### src/rtl/vga_reg_loader_pkg.sv
// Shared definitions for the VGA control-register loader: state encoding,
// MMIO placement of the register bank and the names of the loaded registers.
package vga_reg_loader_pkg;

    localparam int VGA_DATA_WIDTH = 8;
    localparam int VGA_ADDR_WIDTH = 19;
    localparam int VGA_NUM_REGS   = 11;

    // The register bank sits in the upper half of the MMIO space.
    localparam logic [VGA_ADDR_WIDTH-1:0] MMIO_BASE = 19'h40000;

    typedef enum logic [2:0] {
        IDLE  = 3'd0,
        ARB   = 3'd1,
        WRITE = 3'd2,
        READ  = 3'd3,
        CHECK = 3'd4,
        DONE  = 3'd5
    } state_e;

    typedef enum logic [3:0] {
        TIMR0  = 4'd0,
        TIMR1  = 4'd1,
        TIMR2  = 4'd2,
        TIMR3  = 4'd3,
        TIMR4  = 4'd4,
        TIMR5  = 4'd5,
        TIMR6  = 4'd6,
        TIMR7  = 4'd7,
        TIMR8  = 4'd8,
        TIMR9  = 4'd9,
        VGACR0 = 4'd10
    } vga_reg_e;

    function automatic logic [3:0] last_index(input int num_regs);
        return 4'(num_regs - 1);
    endfunction

endpackage

### src/rtl/vga_reg_loader_if.sv
// Shared MMIO bus between the register loader (master) and the arbiter /
// register bank side (slave).
interface vga_reg_loader_if
    import vga_reg_loader_pkg::*;
#(
    parameter int DATA_WIDTH     = VGA_DATA_WIDTH,
    parameter int ADDR_BUS_WIDTH = VGA_ADDR_WIDTH
);

    logic                      bus_req;
    logic                      bus_grant;
    logic [ADDR_BUS_WIDTH-1:0] addr_bus;
    logic [DATA_WIDTH-1:0]     data_bus;
    logic                      data_wen;
    logic [DATA_WIDTH-1:0]     data_bus_in;

    modport master (
        output bus_req,
        output addr_bus,
        output data_bus,
        output data_wen,
        input  bus_grant,
        input  data_bus_in
    );

    modport slave (
        input  bus_req,
        input  addr_bus,
        input  data_bus,
        input  data_wen,
        output bus_grant,
        output data_bus_in
    );

endinterface

### src/rtl/vga_reg_loader.sv
// Loads the VGA timing/control registers over the shared MMIO bus on request.
// Define VGA_REG_LOADER_VERIFY_EN to add a readback pass that flags mismatches.
module vga_reg_loader
    import vga_reg_loader_pkg::*;
#(
    parameter int DATA_WIDTH       = VGA_DATA_WIDTH,
    parameter int ADDR_BUS_WIDTH   = VGA_ADDR_WIDTH,
    parameter int NUM_VGA_CONT_REG = VGA_NUM_REGS
)(
    input  logic                                 clock,
    input  logic                                 reset,
    input  logic                                 start,
    input  logic [NUM_VGA_CONT_REG*DATA_WIDTH-1:0] init_values,
    vga_reg_loader_if.master                     bus,
    output logic                                 busy,
    output logic                                 done,
    output logic                                 error,
    output logic [3:0]                           err_index
);

    localparam logic [3:0]                LAST_INDEX = last_index(NUM_VGA_CONT_REG);
    localparam logic [ADDR_BUS_WIDTH-1:0] BASE_ADDR  = ADDR_BUS_WIDTH'(MMIO_BASE);

    state_e          state;
    state_e          state_next;
    logic [3:0]      index;
    logic [3:0]      index_next;
    logic [DATA_WIDTH-1:0] cur_value;
    logic            granted;

`ifdef VGA_REG_LOADER_VERIFY_EN
    logic            error_q;
    logic            error_next;
    logic [3:0]      err_index_q;
    logic [3:0]      err_index_next;
    logic            mismatch;
`else
    logic            unused_data_bus_in;
`endif

    assign granted = bus.bus_grant;

    // init_values is read live each access rather than latched at start.
    always_comb begin
        cur_value = '0;
        for (int i = 0; i < NUM_VGA_CONT_REG; i++) begin
            if (index == 4'(i)) begin
                cur_value = init_values[i*DATA_WIDTH +: DATA_WIDTH];
            end
        end
    end

`ifdef VGA_REG_LOADER_VERIFY_EN
    assign mismatch = (bus.data_bus_in != cur_value);
`else
    assign unused_data_bus_in = ^bus.data_bus_in;
`endif

    always_ff @(posedge clock or negedge reset) begin
        if (!reset) begin
            state       <= IDLE;
            index       <= '0;
`ifdef VGA_REG_LOADER_VERIFY_EN
            error_q     <= 1'b0;
            err_index_q <= '0;
`endif
        end else begin
            state       <= state_next;
            index       <= index_next;
`ifdef VGA_REG_LOADER_VERIFY_EN
            error_q     <= error_next;
            err_index_q <= err_index_next;
`endif
        end
    end

    // Losing the grant in any bus state simply holds state and index.
    always_comb begin
        state_next = state;
        index_next = index;
`ifdef VGA_REG_LOADER_VERIFY_EN
        error_next     = error_q;
        err_index_next = err_index_q;
`endif
        case (state)
            IDLE: begin
                if (start) begin
                    state_next = ARB;
                    index_next = '0;
`ifdef VGA_REG_LOADER_VERIFY_EN
                    error_next     = 1'b0;
                    err_index_next = '0;
`endif
                end
            end
            ARB: begin
                if (granted) begin
                    state_next = WRITE;
                end
            end
            WRITE: begin
                if (granted) begin
                    if (index == LAST_INDEX) begin
                        index_next = '0;
`ifdef VGA_REG_LOADER_VERIFY_EN
                        state_next = READ;
`else
                        state_next = DONE;
`endif
                    end else begin
                        index_next = index + 4'd1;
                    end
                end
            end
`ifdef VGA_REG_LOADER_VERIFY_EN
            READ: begin
                if (granted) begin
                    state_next = CHECK;
                end
            end
            CHECK: begin
                if (granted) begin
                    if (mismatch && !error_q) begin
                        error_next     = 1'b1;
                        err_index_next = index;
                    end
                    if (index == LAST_INDEX) begin
                        index_next = '0;
                        state_next = DONE;
                    end else begin
                        index_next = index + 4'd1;
                        state_next = READ;
                    end
                end
            end
`endif
            DONE: begin
                state_next = IDLE;
                index_next = '0;
            end
            default: begin
                state_next = IDLE;
                index_next = '0;
            end
        endcase
    end

    // Bus drives are zero whenever no granted write/read cycle is in progress.
    always_comb begin
        bus.bus_req  = (state == ARB) || (state == WRITE) ||
                       (state == READ) || (state == CHECK);
        bus.addr_bus = '0;
        bus.data_bus = '0;
        bus.data_wen = 1'b0;
        if (granted && state == WRITE) begin
            bus.addr_bus = BASE_ADDR | ADDR_BUS_WIDTH'(index);
            bus.data_bus = cur_value;
            bus.data_wen = 1'b1;
        end else if (granted && state == READ) begin
            bus.addr_bus = BASE_ADDR | ADDR_BUS_WIDTH'(index);
        end
    end

    assign busy = (state != IDLE);
    assign done = (state == DONE);

`ifdef VGA_REG_LOADER_VERIFY_EN
    assign error     = error_q;
    assign err_index = err_index_q;
`else
    assign error     = 1'b0;
    assign err_index = 4'd0;
`endif

endmodule

### src/flat_wrapper.sv
// flat-port wrapper written by rule: the top's interface ports become plain ports
module vga_reg_loader_flat import vga_reg_loader_pkg::*;
#(
    parameter int DATA_WIDTH       = VGA_DATA_WIDTH,
    parameter int ADDR_BUS_WIDTH   = VGA_ADDR_WIDTH,
    parameter int NUM_VGA_CONT_REG = VGA_NUM_REGS
)
  (clock, reset, start, init_values, busy, done, error, err_index, bus_bus_req, bus_addr_bus, bus_data_bus, bus_data_wen, bus_bus_grant, bus_data_bus_in);
  vga_reg_loader_if #(.DATA_WIDTH(DATA_WIDTH), .ADDR_BUS_WIDTH(ADDR_BUS_WIDTH)) bus_i ();
  input  logic clock;
  input  logic reset;
  input  logic start;
  input  logic [NUM_VGA_CONT_REG*DATA_WIDTH-1:0] init_values;
  output logic busy;
  output logic done;
  output logic error;
  output logic [3:0] err_index;
  output wire logic [$bits(bus_i.bus_req)-1:0] bus_bus_req;
  output wire logic [$bits(bus_i.addr_bus)-1:0] bus_addr_bus;
  output wire logic [$bits(bus_i.data_bus)-1:0] bus_data_bus;
  output wire logic [$bits(bus_i.data_wen)-1:0] bus_data_wen;
  input wire logic [$bits(bus_i.bus_grant)-1:0] bus_bus_grant;
  input wire logic [$bits(bus_i.data_bus_in)-1:0] bus_data_bus_in;
  assign bus_bus_req = bus_i.bus_req;
  assign bus_addr_bus = bus_i.addr_bus;
  assign bus_data_bus = bus_i.data_bus;
  assign bus_data_wen = bus_i.data_wen;
  assign bus_i.bus_grant = bus_bus_grant;
  assign bus_i.data_bus_in = bus_data_bus_in;
  vga_reg_loader #(.DATA_WIDTH(DATA_WIDTH), .ADDR_BUS_WIDTH(ADDR_BUS_WIDTH), .NUM_VGA_CONT_REG(NUM_VGA_CONT_REG)) u_core (.clock(clock), .reset(reset), .start(start), .init_values(init_values), .bus(bus_i), .busy(busy), .done(done), .error(error), .err_index(err_index));
endmodule
### config.mk
export PLATFORM = sky130hd
export DESIGN_NAME = vga_reg_loader_flat
export DESIGN_NICKNAME = d
export VERILOG_FILES = /design/src/rtl/vga_reg_loader_pkg.sv /design/src/rtl/vga_reg_loader_if.sv /design/src/rtl/vga_reg_loader.sv /design/src/flat_wrapper.sv
export SDC_FILE = /design/constraint.sdc
export NUM_CORES = 1
export LEC_CHECK = 0
export CAP_MARGIN = 40
export CORE_AREA = 2 2 71 73
export CTS_CLUSTER_DIAMETER = 80
export DETAILED_ROUTE_END_ITERATION = 10
export DIE_AREA = 0 0 73 75
export GPL_ROUTABILITY_DRIVEN = 0
export PLACE_DENSITY_LB_ADDON = 0.1
export SYNTH_ARGS = -nofsm -noshare
export SYNTH_HDL_FRONTEND = slang
export SYNTH_SLANG_ARGS = --single-unit
### constraint.sdc
create_clock -name clock -period 2.5 [get_ports clock]
set_input_delay 0.5 -clock clock [delete_from_list [all_inputs] [get_ports clock]]
set_output_delay 0.5 -clock clock [all_outputs]
set_load 0.01 [all_outputs]
After elaboration in Yosys (flattened, before gate mapping)
Cells that the tools add are included. W data, S select, Z words.

Output and inout port bits: 36. Word-level logic and storage cells: 57. Flip-flop bits (word level): 7.

Bitwise operators: 1. Add/sub/neg operators: 1. Reduce and logical (&&, ||, !) cells: 10. Muxes and demuxes: 24. Equal/unequal tests: 19.

Operators with widths (number): $mux W8 (12); $mux W19 (2); $eq A4 B3 Y1 const B (4); $eq A4 B4 Y1 const B (3); $mux W3 (4); $mux W4 (3); $pmux W4 S3 (1); $pmux W3 S3 (1); $eq A4 B2 Y1 const B (2); $eq A3 B2 Y1 const B (2); $eq A3 B3 Y1 const B (2); $ne A2 B2 Y1 const B (3); $add A4 B1 Y4 const B (1); $eq A4 B1 Y1 const B (1); $logic_not A4 Y1 (1); $reduce_and A4 Y1 (1); $eq A3 B1 Y1 const B (1); $logic_not A3 Y1 (1); $logic_or A1 B1 Y1 (3); $reduce_and A3 Y1 (1); $reduce_bool A3 Y1 (1); $logic_and A1 B1 Y1 (2); $ne A2 B1 Y1 const B (1); $mux W1 (1); $not A1 Y1 (1).

Logic depth before layout (Yosys ltp)
Depth in word-level cells: 13. Mapped depth: 7. Gate-level depth less buffers: 5.

Least setup slack after synthesis
OpenSTA, ideal clock, no wires.

Kind: register to output. From: register u_core.state[0]. To: output port bus_data_bus[0]. Setup slack: 496 ps. Arrival: 1504 ps. Cell stages (with the launch flop): 5. Path buffers: 1. Cells stage by stage: dfrtp_1 nand2b_4 or3b_4 buf_6 o32ai_1.

Longest elaborated chain between the ends: 3.

Ends and longest elaborated chain: start, declared (line vga_reg_loader.sv:24) `state_e state;`; start signal, assigned (line vga_reg_loader.sv:68) `state <= state_next;`; $eq A3 B2 Y1 (line vga_reg_loader.sv:155) `if (granted && state == WRITE) begin`; $logic_and A1 B1 Y1 (line vga_reg_loader.sv:155); $mux W8 (line vga_reg_loader.sv:155); end, declared (line flat_wrapper.sv:20) `output wire logic [$bits(bus_i.data_bus)-1:0] bus_data_bus;`.

No other way between the ends.

Worst setup path in the final report
From: register u_core.index[0]. To: output port bus_data_bus[4].

Longest elaborated chain between the ends: 13.

Ends and longest elaborated chain: start, declared (line vga_reg_loader.sv:26) `logic [3:0] index;`; start signal, assigned (line vga_reg_loader.sv:69) `index <= index_next;`; $logic_not A4 Y1 (line vga_reg_loader.sv:47) `if (index == 4'(i)) begin`; $mux W8 (10 in series) (line vga_reg_loader.sv:47); $mux W8 * (line vga_reg_loader.sv:47); $mux W8 * (line vga_reg_loader.sv:155).

Every way passes the cells marked *; elsewhere a longest branch is shown, timed or not.

==> results_dict.tcl <==
set metrics [dict create \
    fin_crit_sh_pct 97.72 \
    synth.distinct_cells 48 \
    synth-edff-count 0 \
    grt_pass1_wl_mm 8.873 \
    power_density_mw_per_mm2 598.4 \
    initial_core_util_pct 35.54 \
    internal_power_uw 995.2 \
    place_hpwl_mm 4.876 \
    via_count 2118 \
    synth.cell_area_mm2 0.001657 \
    gr-total-overflow 0 \
    clock-sinks 7 \
    path_class "reg2out" \
    die_h_um 75 \
    clkPwrFrac_pct 8.6 \
    ant_nets 0 \
    setup_viol 0 \
    total_power_uw 1771 \
    final_util_pct 63.52 \
    routedWlPerCell_um 14.93 \
    die_w_um 73 \
    status "completed" \
    critPathTopFamily "compound AO/OA/AOI/OAI gates" \
    combPwrFrac_pct 81.2 \
    cp_slowest_cell "dfrtp_2" \
    core_region_area_mm2 0.004661 \
    drtPass1Iterations 4 \
    crit_arrival_ns 1.94 \
    startpoint_type "register" \
    synth_seq_area_share_pct 10.57 \
    syn_to_final_growth_pct 78.70 \
    cts_htree_levels 1 \
    drt_iter0_drc 82 \
    place_ws_ns -0.4477 \
    drc 0 \
    drv_cap 0 \
    hold_viol 0 \
    min_period_ns 2.443 \
    grt_usage_pct 20.28 \
    cts_buffers 3 \
    place_inst 396 \
    critPathRequiredTime_ns 2.00 \
    drive_above_1_share_pct 18.73 \
    clock_path_buffers 2 \
    synth_area_leader_cell "mux2i_1" \
    cp_max_fo 7 \
    grt_max_degree 24 \
    cts_tree "yes" \
    hold_slack_ns 0.5398 \
    fin_skew_ns 0.003909 \
    worst_slack_ns 0.05709 \
    first_global_vias 1953 \
    clkTransAtPathRegs_ns 0.04 \
    end_kind "output pin" \
    seqPwrFrac_pct 10.2 \
    fmax_mhz 409.3 \
    cp_cell_sequence "and2b_1 -> buf_4 -> nand3_1 -> o211ai_1 -> a211oi_1 -> o32ai_2 -> buf_2" \
    cts_hold_buf 0 \
    power_switching_uw 776.3 \
    wl_mm 5.985 \
    insertion_delay_ns 0.22 \
    ys_warn_count 0 \
    avgSynthCellArea_um2 7.395 \
    critPathMaxStageDelay_ns 0.47 \
    nets 448 \
    antenna_found_initial 0 \
    vdd_drop_max_v 0.0003077 \
    ios 136 \
    num_antenna_cells 0 \
    die_area_mm2 0.005475 \
    ys.flop_type "dfrtp_1" \
    synth-seq-cells 7 \
    sw_frac_of_total_pct 43.82 \
    fin_cells 401 \
    synthCells 224 \
    viasPerCell 5.282 \
    rrSetupSlack_ns 0.83 \
    root_buffer "clkbuf_8" \
    critPathBufInv 2 \
    synth_top_area_share_pct 13.29 \
    synth_area_leaders "mux2i_1 13%, buf_4 11%, dfrtp_1 11%" \
    port-buffer-count 108 \
    worstHoldPathType "in2async" \
    drv_slew 0 \
    rows 25 \
    p_leak_uw 0.001179 \
    async_flop_share_pct 100.0 \
]
flip-flops by register name (all words and copies together) (netlist names):
| signal | cells |
|---|---|
| u_core.index | 4 |
| u_core.state | 3 |
stage by stage:
| step | instance area (um^2) | setup TNS (ns) |
|---|---|---|
| finish | 2960 | 0 |
| global route | 2960 | -0.02144 |
| CTS | 2920 | -0.05942 |
| detailed placement | 2879 | -3.789 |
| global placement | 2879 | -3.720 |
| floorplan | 1724 | 0 |
power groups by stage:
stage / Combinational (uW) / Sequential, uW / Clock (uW)
floorplan: 868 / 168 / 0
global placement: 1390 / 182 / 0
detailed placement: 1400 / 183 / 0
CTS: 1400 / 182 / 154
global route: 1560 / 188 / 166
finish: 1440 / 181 / 153
routing by layer:
layer / up-vias / wire [um] / track usage [%]
met4: 0 / 38 / 3.086
li1: 1058 / - / -
met3: 4 / 526 / 3.882
met1: 953 / 2524 / 27.61
met5: - / 0 / 0
met2: 103 / 2895 / 34.03
timing repair:
item	4_1_cts	5_1_grt
hold endpoints to repair	0	0
endpoints found under the setup margin	14	8
pin swaps	0	1
setup buffers	0	1
resized for setup	44	8
kinds of logic (layout without fill, tap and decap cells):
family | count (synthesis) | count (layout) | synth area share (%)
compound gates | 91 | 91 | 37.46
simple gates | 54 | 54 | 18.35
buf+inv | 46 | 151 | 17.67
mux | 23 | 23 | 14.65
flops | 7 | 7 | 10.57
xor+xnor | 2 | 2 | 1.058
other cells | 1 | 19 | 0.2264
path summary, 6_finish.rpt:
check                                               to                         from  cells after the start
max                                    bus_data_bus[4]  u_core.index[0]$_DFFE_PN0P_                      7
min                        u_core.state[2]$_DFFE_PN0P_                        reset                      1
max reg2reg                u_core.index[3]$_DFFE_PN0P_  u_core.index[2]$_DFFE_PN0P_                      5
min reg2reg                u_core.state[0]$_DFFE_PN0P_  u_core.state[2]$_DFFE_PN0P_                      2
max in group asynchronous  u_core.index[1]$_DFFE_PN0P_                        reset                      1
min in group clock         u_core.state[0]$_DFFE_PN0P_  u_core.state[2]$_DFFE_PN0P_                      2
cell usage after synthesis (all sizes together), types with 2 or more instances:
master and n:
a211oi 15, dfrtp 7, nor2 16, or2 2
o31a 2, o22ai 3, nand3 7, nor2b 3
nand2b 6, a22oi 7, mux2i 22, a31oi 5
o21a 7, and2 5, clkbuf 5, o32ai 5
a21oi 15, nor3 4, nand2 4, a32oi 3
o211ai 6, o21ai 16, a2bb2oi 2, inv 6
or3 2, buf 34
layout make-up:
cell class / count / area, um^2
clock buffers: 4 / 45.04
fillers: 442 / 1700
inverters: 7 / 26.28
multi-input cells: 189 / 1321
flip-flops and latches: 7 / 177.7
well taps: 54 / 67.56
repair buffers: 140 / 1323
cell usage in the layout, fill, tap and decap left out, drive strengths merged, types with 3 or more instances in the layout:
cell           synthesis  final
a211oi                15     15
a21oi                 15     15
a22oi                  7      7
a31oi                  5      5
a32oi                  3      3
and2                   5      5
buf                   34     40
clkbuf                 5      4
clkdlybuf4s50          0     94
conb                   1     19
dfrtp                  7      7
dlygate4sd2            0      5
inv                    6      6
mux2i                 22     22
nand2                  4      4
nand2b                 6      6
nand3                  7      7
nor2                  16     16
nor2b                  3      3
nor3                   4      4
o211ai                 6      6
o21a                   7      7
o21ai                 16     16
o22ai                  3      3
o32ai                  5      5
Note: power is estimated with default switching activity, not from simulation.
